$ cat src/rtl/mc_ctrl.sv
// mc_ctrl: multicycle main control unit for the MIPS core.
// Steps each instruction through FETCH, DECODE, execute, memory and
// writeback states (one state per clock) and handshakes with a shared
// instruction/data memory over mem_req/mem_ready, trapping on reserved
// opcodes and on memory accesses that wait too long.
//
// Ports:
//   clk, rst            clock, asynchronous active-high reset
//   op[5:0]             opcode from the instruction register
//   mem_ready           memory completes the current access this cycle
//   mem_req/mem_we/iord memory request, write enable, address select
//   irwrite, pcwrite    IR load, unconditional PC load
//   branch, branch_ne   BEQ / BNE conditional PC-load qualifiers
//   regdst, memtoreg, regwrite, ext_zero   register-file / immediate controls
//   alusrca, alusrcb, aluop, pcsrc         datapath multiplexer / ALU controls
//   exc_ri, exc_bus     reserved-instruction / memory-timeout pulses
//   state[3:0]          current state encoding (debug)
module mc_ctrl #(
  parameter int TIMEOUT   = 255,
  parameter int TIMEOUT_W = 8,
  parameter bit HAS_BNE   = 1'b1
) (
  input  logic       clk,
  input  logic       rst,
  input  logic [5:0] op,
  input  logic       mem_ready,
  output logic       mem_req,
  output logic       mem_we,
  output logic       iord,
  output logic       irwrite,
  output logic       pcwrite,
  output logic       branch,
  output logic       branch_ne,
  output logic       regdst,
  output logic       memtoreg,
  output logic       regwrite,
  output logic       ext_zero,
  output logic       alusrca,
  output logic [1:0] alusrcb,
  output logic [1:0] aluop,
  output logic [1:0] pcsrc,
  output logic       exc_ri,
  output logic       exc_bus,
  output logic [3:0] state
);

  typedef enum logic [3:0] {
    S_IDLE   = 4'd0,
    S_FETCH  = 4'd1,
    S_DECODE = 4'd2,
    S_MEMADR = 4'd3,
    S_MEMRD  = 4'd4,
    S_MEMWB  = 4'd5,
    S_MEMWR  = 4'd6,
    S_RTYPE  = 4'd7,
    S_ALUWB  = 4'd8,
    S_IMMEX  = 4'd9,
    S_IMMWB  = 4'd10,
    S_BEQ    = 4'd11,
    S_BNE    = 4'd12,
    S_JUMP   = 4'd13,
    S_TRAP   = 4'd14,
    S_BAD    = 4'd15
  } state_t;

  localparam logic [5:0] OP_RTYPE = 6'b000000;
  localparam logic [5:0] OP_J     = 6'b000010;
  localparam logic [5:0] OP_BEQ   = 6'b000100;
  localparam logic [5:0] OP_BNE   = 6'b000101;
  localparam logic [5:0] OP_LW    = 6'b100011;
  localparam logic [5:0] OP_SW    = 6'b101011;

  localparam logic [TIMEOUT_W-1:0] LIMIT = TIMEOUT_W'((TIMEOUT == 0) ? 0 : TIMEOUT - 1);

  state_t               cur;
  logic [TIMEOUT_W-1:0] wait_cnt;
  logic                 trap_bus;
  logic                 zext;
  logic                 at_limit;

  assign at_limit = (TIMEOUT != 0) && (wait_cnt == LIMIT);
  assign state    = cur;

  // Memory states share one rule: ready wins, otherwise trap at the limit,
  // otherwise keep counting. The counter is zeroed on every other path,
  // which clears it on entry to FETCH/MEMRD/MEMWR.
  always_ff @(posedge clk or posedge rst) begin
    if (rst) begin
      cur      <= S_IDLE;
      wait_cnt <= '0;
      trap_bus <= 1'b0;
      zext     <= 1'b0;
    end else begin
      wait_cnt <= '0;
      case (cur)
        S_IDLE: cur <= S_FETCH;
        S_FETCH, S_MEMRD, S_MEMWR: begin
          if (mem_ready) begin
            case (cur)
              S_FETCH: cur <= S_DECODE;
              S_MEMRD: cur <= S_MEMWB;
              default: cur <= S_FETCH;
            endcase
          end else if (at_limit) begin
            cur      <= S_TRAP;
            trap_bus <= 1'b1;
          end else begin
            wait_cnt <= wait_cnt + TIMEOUT_W'(1);
          end
        end
        S_DECODE: begin
          trap_bus <= 1'b0;
          zext     <= (op == 6'b001100) || (op == 6'b001101) || (op == 6'b001110);
          if (op == OP_LW || op == OP_SW)       cur <= S_MEMADR;
          else if (op == OP_RTYPE)              cur <= S_RTYPE;
          else if (op[5:3] == 3'b001)           cur <= S_IMMEX;
          else if (op == OP_BEQ)                cur <= S_BEQ;
          else if (HAS_BNE && op == OP_BNE)     cur <= S_BNE;
          else if (op == OP_J)                  cur <= S_JUMP;
          else                                  cur <= S_TRAP;
        end
        S_MEMADR: cur <= (op == OP_LW) ? S_MEMRD : S_MEMWR;
        S_RTYPE:  cur <= S_ALUWB;
        S_IMMEX:  cur <= S_IMMWB;
        S_BAD:    cur <= S_IDLE;
        default:  cur <= S_FETCH;
      endcase
    end
  end

  // Moore decode of the state register; only the FETCH-stage IR/PC loads
  // look at mem_ready so nothing is written until the fetch completes.
  always_comb begin
    mem_req   = 1'b0;
    mem_we    = 1'b0;
    iord      = 1'b0;
    irwrite   = 1'b0;
    pcwrite   = 1'b0;
    branch    = 1'b0;
    branch_ne = 1'b0;
    regdst    = 1'b0;
    memtoreg  = 1'b0;
    regwrite  = 1'b0;
    ext_zero  = 1'b0;
    alusrca   = 1'b0;
    alusrcb   = 2'b00;
    aluop     = 2'b00;
    pcsrc     = 2'b00;
    exc_ri    = 1'b0;
    exc_bus   = 1'b0;
    case (cur)
      S_FETCH: begin
        mem_req = 1'b1;
        alusrcb = 2'b01;
        irwrite = mem_ready;
        pcwrite = mem_ready;
      end
      S_DECODE: alusrcb = 2'b11;
      S_MEMADR: begin
        alusrca = 1'b1;
        alusrcb = 2'b10;
      end
      S_MEMRD: begin
        mem_req = 1'b1;
        iord    = 1'b1;
      end
      S_MEMWB: begin
        memtoreg = 1'b1;
        regwrite = 1'b1;
      end
      S_MEMWR: begin
        mem_req = 1'b1;
        mem_we  = 1'b1;
        iord    = 1'b1;
      end
      S_RTYPE: begin
        alusrca = 1'b1;
        aluop   = 2'b10;
      end
      S_ALUWB: begin
        regdst   = 1'b1;
        regwrite = 1'b1;
      end
      S_IMMEX: begin
        alusrca  = 1'b1;
        alusrcb  = 2'b10;
        aluop    = 2'b11;
        ext_zero = zext;
      end
      S_IMMWB: begin
        regwrite = 1'b1;
        ext_zero = zext;
      end
      S_BEQ, S_BNE: begin
        alusrca   = 1'b1;
        aluop     = 2'b01;
        pcsrc     = 2'b01;
        branch    = (cur == S_BEQ);
        branch_ne = (cur == S_BNE);
      end
      S_JUMP: begin
        pcwrite = 1'b1;
        pcsrc   = 2'b10;
      end
      S_TRAP: begin
        exc_ri  = ~trap_bus;
        exc_bus = trap_bus;
      end
      default: ;
    endcase
  end

endmodule

$ cat config.mk
export PLATFORM = sky130hd
export DESIGN_NAME = mc_ctrl
export DESIGN_NICKNAME = d
export VERILOG_FILES = /design/src/rtl/mc_ctrl.sv
export SDC_FILE = /design/constraint.sdc
export NUM_CORES = 1
export LEC_CHECK = 0
export CORE_UTILIZATION = 46
export CTS_CLUSTER_DIAMETER = 60
export DETAILED_ROUTE_END_ITERATION = 10
export PLACE_DENSITY = 0.81
export SYNTH_ARGS = -nofsm -noshare
export SYNTH_HDL_FRONTEND = slang
export SYNTH_SLANG_ARGS = --single-unit
$ cat constraint.sdc
create_clock -name clk -period 1.7 [get_ports clk]
set_input_delay 0.255 -clock clk [delete_from_list [all_inputs] [get_ports clk]]
set_output_delay 0.255 -clock clk [all_outputs]
set_load 0.1 [all_outputs]
==> results of run 1 <==
==> cells in the mapped netlist (2+ instances only) <==
library cell  number  share of area
xor2_1             3          0.024
nor2b_1            2          0.011
dfrtp_1           14           0.32
o21bai_1           2          0.014
xnor2_1            4          0.032
nand3_1            6          0.027
a211oi_1           2          0.014
a21oi_1            4          0.018
inv_1              6          0.021
nand2b_1           4          0.023
nand4_1            2          0.011
nor3_1             6          0.027
clkbuf_8           2          0.025
and3_1             3          0.017
nor3b_2            2          0.023
nor2_1            29           0.10
a22oi_1            2          0.014
o21a_1             2          0.014
o21ai_0            5          0.023
a2111oi_0          2          0.016
buf_2              2         0.0092
nand2_1            8          0.027
o22ai_1            2          0.011
ha_1               2          0.023
==> cells by family after synthesis <==
logic type | count (synthesis) | synth area share
muxes | 1 | 0.00916
buffers and inverters | 12 | 0.0653
xor gates and xnor gates | 7 | 0.0561
DFF | 14 | 0.321
and+or+nand+nor | 71 | 0.333
adders and majority gates | 2 | 0.0229
AOI/OAI and AO/OA | 29 | 0.192
==> metrics by stage <==
| step | util | area [um^2] | worst slack, ps |
|---|---|---|---|
| floorplan | - | 1340 | -597 |
| global placement | 0.910 | 2030 | -153 |
| detailed placement | 0.910 | 2030 | -208 |
==> results, run 1 <==
- The synthesized instance count is 136.
- At the end of routability-driven placement, the weighted congestion stood at 0.956.
- The number of different library cells used by synthesis comes to 44.
- After synthesis, the mean cell area works out to 8.03 um^2.
- The number of nets in the synthesized netlist is 147.
- The number of flip-flops and latches in the synthesized netlist is 14.
- For this run, the register share of the synthesized area comes to 0.321.
- The clock net sink count is 14.
- The tool reported: "[ERROR DPL-0038] Utilization greater than 100%, impossible to legalize".
- Port buffering added 32 buffers.
- After synthesis, the share of flip-flops with an asynchronous set or reset is 1.00.
- The stage where the run came to a stop is clock tree synthesis.
- The count of synthesis-stage warnings from yosys is 0.
- The post-CTS setup repair buffer count is 19.
- Yosys mapped a number of flops with a built-in enable equal to 0.
- The initialized floorplan defines 17 standard-cell rows.
- The quantity of gates resized following cts is 32.
- The floorplan step set the die height to 50.7 um.
- 33 I/O pins were placed.
- The most used flip-flop cell after synthesis is dfrtp_1.
- The half-perimeter wire length after placement is 3100 um.
- The library cell used as clock root buffer is clkbuf_4.
- The post-synthesis instance area is 1090 um^2.
- The number of buffers inserted by hold repair at cts is 0.
- The number of buffers between clock root and the deepest sink is 2.
- The number of placed instances with taps included is 213.
- The maximum level of the CTS H-tree is 1.
- The number of buffers added by the clock tree synthesis step is 3.
- The effective utilization at floorplan is 0.489.
- From left edge to right edge, the die measures 50.7 um.
- The flow did not finish.
==> run 2: changes to the inputs <==
Settings changed: CORE_AREA set to 2 2 63 65, CORE_UTILIZATION 46 to unset, CTS_CLUSTER_DIAMETER 60 to unset, DIE_AREA set to 0 0 65 67, PLACE_DENSITY 0.81 to unset, PLACE_DENSITY_LB_ADDON set to 0.15.
==> results, run 2 <==
- The data arrival at the endpoint of the critical path is 1620 ps.
- In the synthesized netlist the dominant register cell turns out to be dfrtp_1.
- The total count of hold-check failures in the final report is 0.
- The clock input transition at the sequential cells of the worst setup and hold paths is 60 ps.
- The number of global-route vias before repair is 1368.
- The effective utilization at floorplan is 0.303 (-0.186).
- The share of flip-flops with an asynchronous set or reset after synthesis is 1.00 (unchanged).
- The measured slew at the worst slew-check pin is 540 ps.
- In the routed design, unresolved DRC markers number 0.
- The final estimated routing congestion in global placement is 0.785 (-18%).
- The overall die width is 65 um (+28%).
- Data on the critical path is required at its endpoint by 1440 ps.
- The worst setup slack after layout is -178 ps.
- Setup violations remaining at the end of the flow were counted as 22.
- The synthesized instance count is 136 (unchanged).
- The number of flip-flops under the largest register name is 8.
- The number of enable flip-flop cells after synthesis is 0 (unchanged).
- The post-synthesis instance area is 1090 um^2 (unchanged).
- The post-synthesis sequential area ratio is 0.321 (unchanged).
- The commonest cells after synthesis are 29 x nor2_1, 14 x dfrtp_1, 8 x nand2_1.
- The maximum level of the CTS H-tree was 1 (unchanged).
- The setup slack of the worst register-to-register path is -70 ps.
- The maximum number of pins on one net before global-route repair is 15.
- The number of top-level pins is 33 (unchanged).
- Of the cells placed in the final design, the portion with a size suffix greater than 1 is 0.604.
- The number of unique standard cell types used by synthesis came to 44 (unchanged).
- The number of buffers added by the clock tree synthesis step is 3 (unchanged).
- The count of routing violations after the opening detailed-route iteration is 29.
- The worst pin sits at a relative slew slack of 0.640.
- The kind of launch point of the worst setup path is a register.
- By startpoint and endpoint, the worst setup path is classified as reg -> out.
- The antenna violation net count after detailed routing is 0.
- The top achievable clock speed is 533 MHz.
- The average instance area after synthesis was 8.03 um^2 (unchanged).
- The clock latency on the worst-skew pair is 240 ps.
- The site row count is 22 (+5).
- The number of buffers inserted by hold repair at cts is 0 (unchanged).
- The area growth from synthesis to layout is 123%.
- Clock tree synthesis selected as its root buffer the cell clkbuf_8.
- The clock net sink count came to 14 (unchanged).
- The number of nets in the synthesized netlist is 147 (unchanged).
- wait_cnt holds more flip-flops than any other register.
- The kind of end point of the critical path is an output port.
- The worst clock skew is 2.84 ps.
- The library cell used most frequently in the layout, excluding fill and tap cells, is buf_4.
- The number of flip-flops and latches in the synthesized netlist is 14 (unchanged).
- The first global-routing pass estimated 6310 um of wire.
- The run finished, with violations left.
- The number of antenna violations at the first check in global routing is 0.
- The routed layout has 1319 vias.
- Of all cell types, the one taking the most synthesized area is dfrtp_1.
- The worst hold path belongs to the class in -> async.
- The die footprint is 4360 um^2.
- The half-perimeter wire length after placement is 2670 um (-14%).
- The number of buffers between clock root and the deepest sink came to 2 (unchanged).
- Across the run, the number of max-cap violations was 0.
- After floorplanning, the core was sized to cover 3610 um^2.
- The clock tree from TritonCTS is built.
- Traced cell by cell, the critical path runs through buf_6 -> nor3b_2 -> nor2_1 -> nor2_4 -> buf_12.
- Summed over all cells, the static leakage comes to 0.997 nW.
- The aggregate global routing overflow is 0.
- The number of placed instances with taps included is 233 (+9.4%).
- Grouping stages by cell kind, the critical path spends the most delay in simple AND/OR/NAND/NOR gates.
- For the finished layout, the period the worst path requires is 1880 ps.
- In the routed layout, each cell is associated on average with a via count of 5.07.
- Power spread over the standard cell area amounts to 2000 nW/um^2.
- The number of slew-limit violations in the final report is 0.
- The repair_antennas step left the layout with diodes totalling 0.
- The count of synthesis-stage warnings from yosys is 0 (unchanged).
- The average detailed-routed wire length per instance is 15.1 um.
- The cell with the largest stage delay on the worst path is dfrtp_4.
- The y dimension of the die is 67 um (+32%).
- VDD sags by at most 1.19 mV.
- The number of nets in the finished design is 225.
- The total buffers and inverters traversed by the critical path is 2.
- The share of Yosys cell area claimed by the top area cell type was 0.321 (unchanged).
- The count of buffers inserted at the top-level ports came to 32 (unchanged).
- The first detailed-routing pass took 4 iterations.
- After the flow finishes, the layout carries non-filler instances totaling 260.
- The global routing usage summed across all routing layers is 0.185.
- By area the synthesized netlist is led by dfrtp_1 32%, nor2_1 10%, xnor2_1 3.2%.
- For this block, the routed nets add up to 3930 um of wire.
- The pre-CTS setup slack is -169 ps (+39.6 ps).
- Of all nets on the critical path, the largest fanout is 6.
- The final reports fail on setup timing.
- In the finished design, the share of the clock period the worst path needs comes to 1.10.
- nor2_1 is the most common cell in the netlist.
- The top cell types in the final layout, fill and taps aside, are 33 x buf_4, 25 x buf_12, 19 x nor2_1, 13 x buf_6, 10 x dfrtp_1.
- In this design, the stage delay of the slowest critical-path cell is 520 ps.
- Setup repair after global routing could not meet its margin everywhere.
-- run 2: layout make-up --
class	count	area, um^2
Inverter	6	30.0
Timing Repair Buffer	79	975
Sequential cell	14	365
Fill cell	252	1170
Clock buffer	3	41.3
Tap cell	48	60.1
Multi-Input combinational cell	110	963
-- run 2: stage by stage --
step / power, mW / hold WS, ps / instance area [um^2] / util / TNS (ps)
2_1_floorplan: 2.83 / 144 / 1340 / - / -6730
3_3_place_gp: 3.89 / 475 / 2060 / 0.570 / -297
3_5_place_dp: 3.93 / 486 / 2060 / 0.570 / -376
4_1_cts: 4.61 / 366 / 2340 / 0.648 / -716
5_1_grt: 5.04 / 406 / 2430 / 0.675 / -3210
6_report: 4.87 / 351 / 2430 / 0.675 / -1220
-- run 2: per-layer routing --
metal	GRT usage	wire length [um]	up-vias
li1	-	-	635
met1	0.213	1600	627
met2	0.356	2070	47
met3	0.0338	178	10
met4	0.0319	82	0
met5	0	0	-
-- run 2: power by group --
| part | internal (mW) | total, mW | leakage (nW) | switching [mW] |
|---|---|---|---|---|
| clock network | 0.157 | 0.269 | 0.0216 | 0.113 |
| logic | 1.70 | 4.04 | 0.792 | 2.35 |
| registers | 0.423 | 0.556 | 0.184 | 0.132 |
-- run 2: final timing paths --
path | startpoint | endpoint | depth (start not counted)
max | state[2] | mem_req | 5
min | rst | state[0] | 2
max reg2reg | state[2] | trap_bus | 7
min reg2reg | wait_cnt[0] | wait_cnt[0] | 1
max in group asynchronous | rst | state[3] | 2
min in group clk | wait_cnt[0] | wait_cnt[0] | 1
-- run 2: kinds of logic after synthesis --
logic type	share of synthesized area
compound gates	0.192
xor+xnor	0.0561
fa+ha+maj	0.0229
buf+inv	0.0653
flops	0.321
mux	0.00916
simple gates	0.333
-- run 2: worst register-to-register path, cell delays in order, from the launching register on --
cell and delay [ps]:
dfrtp_4 520, buf_6 150, nor3b_2 270, buf_4 180, o21ai_2 90, buf_4 160, nor3_2 200, o21a_1 150
-- run 2: timing repair --
item                       in CTS  in global routing
setup endpoints to repair      19                 26
setup buffers                  21                  3
resized for setup              23                 17
pin swaps                      13                  7
No activity file was read; power rests on OpenSTA's default activity.
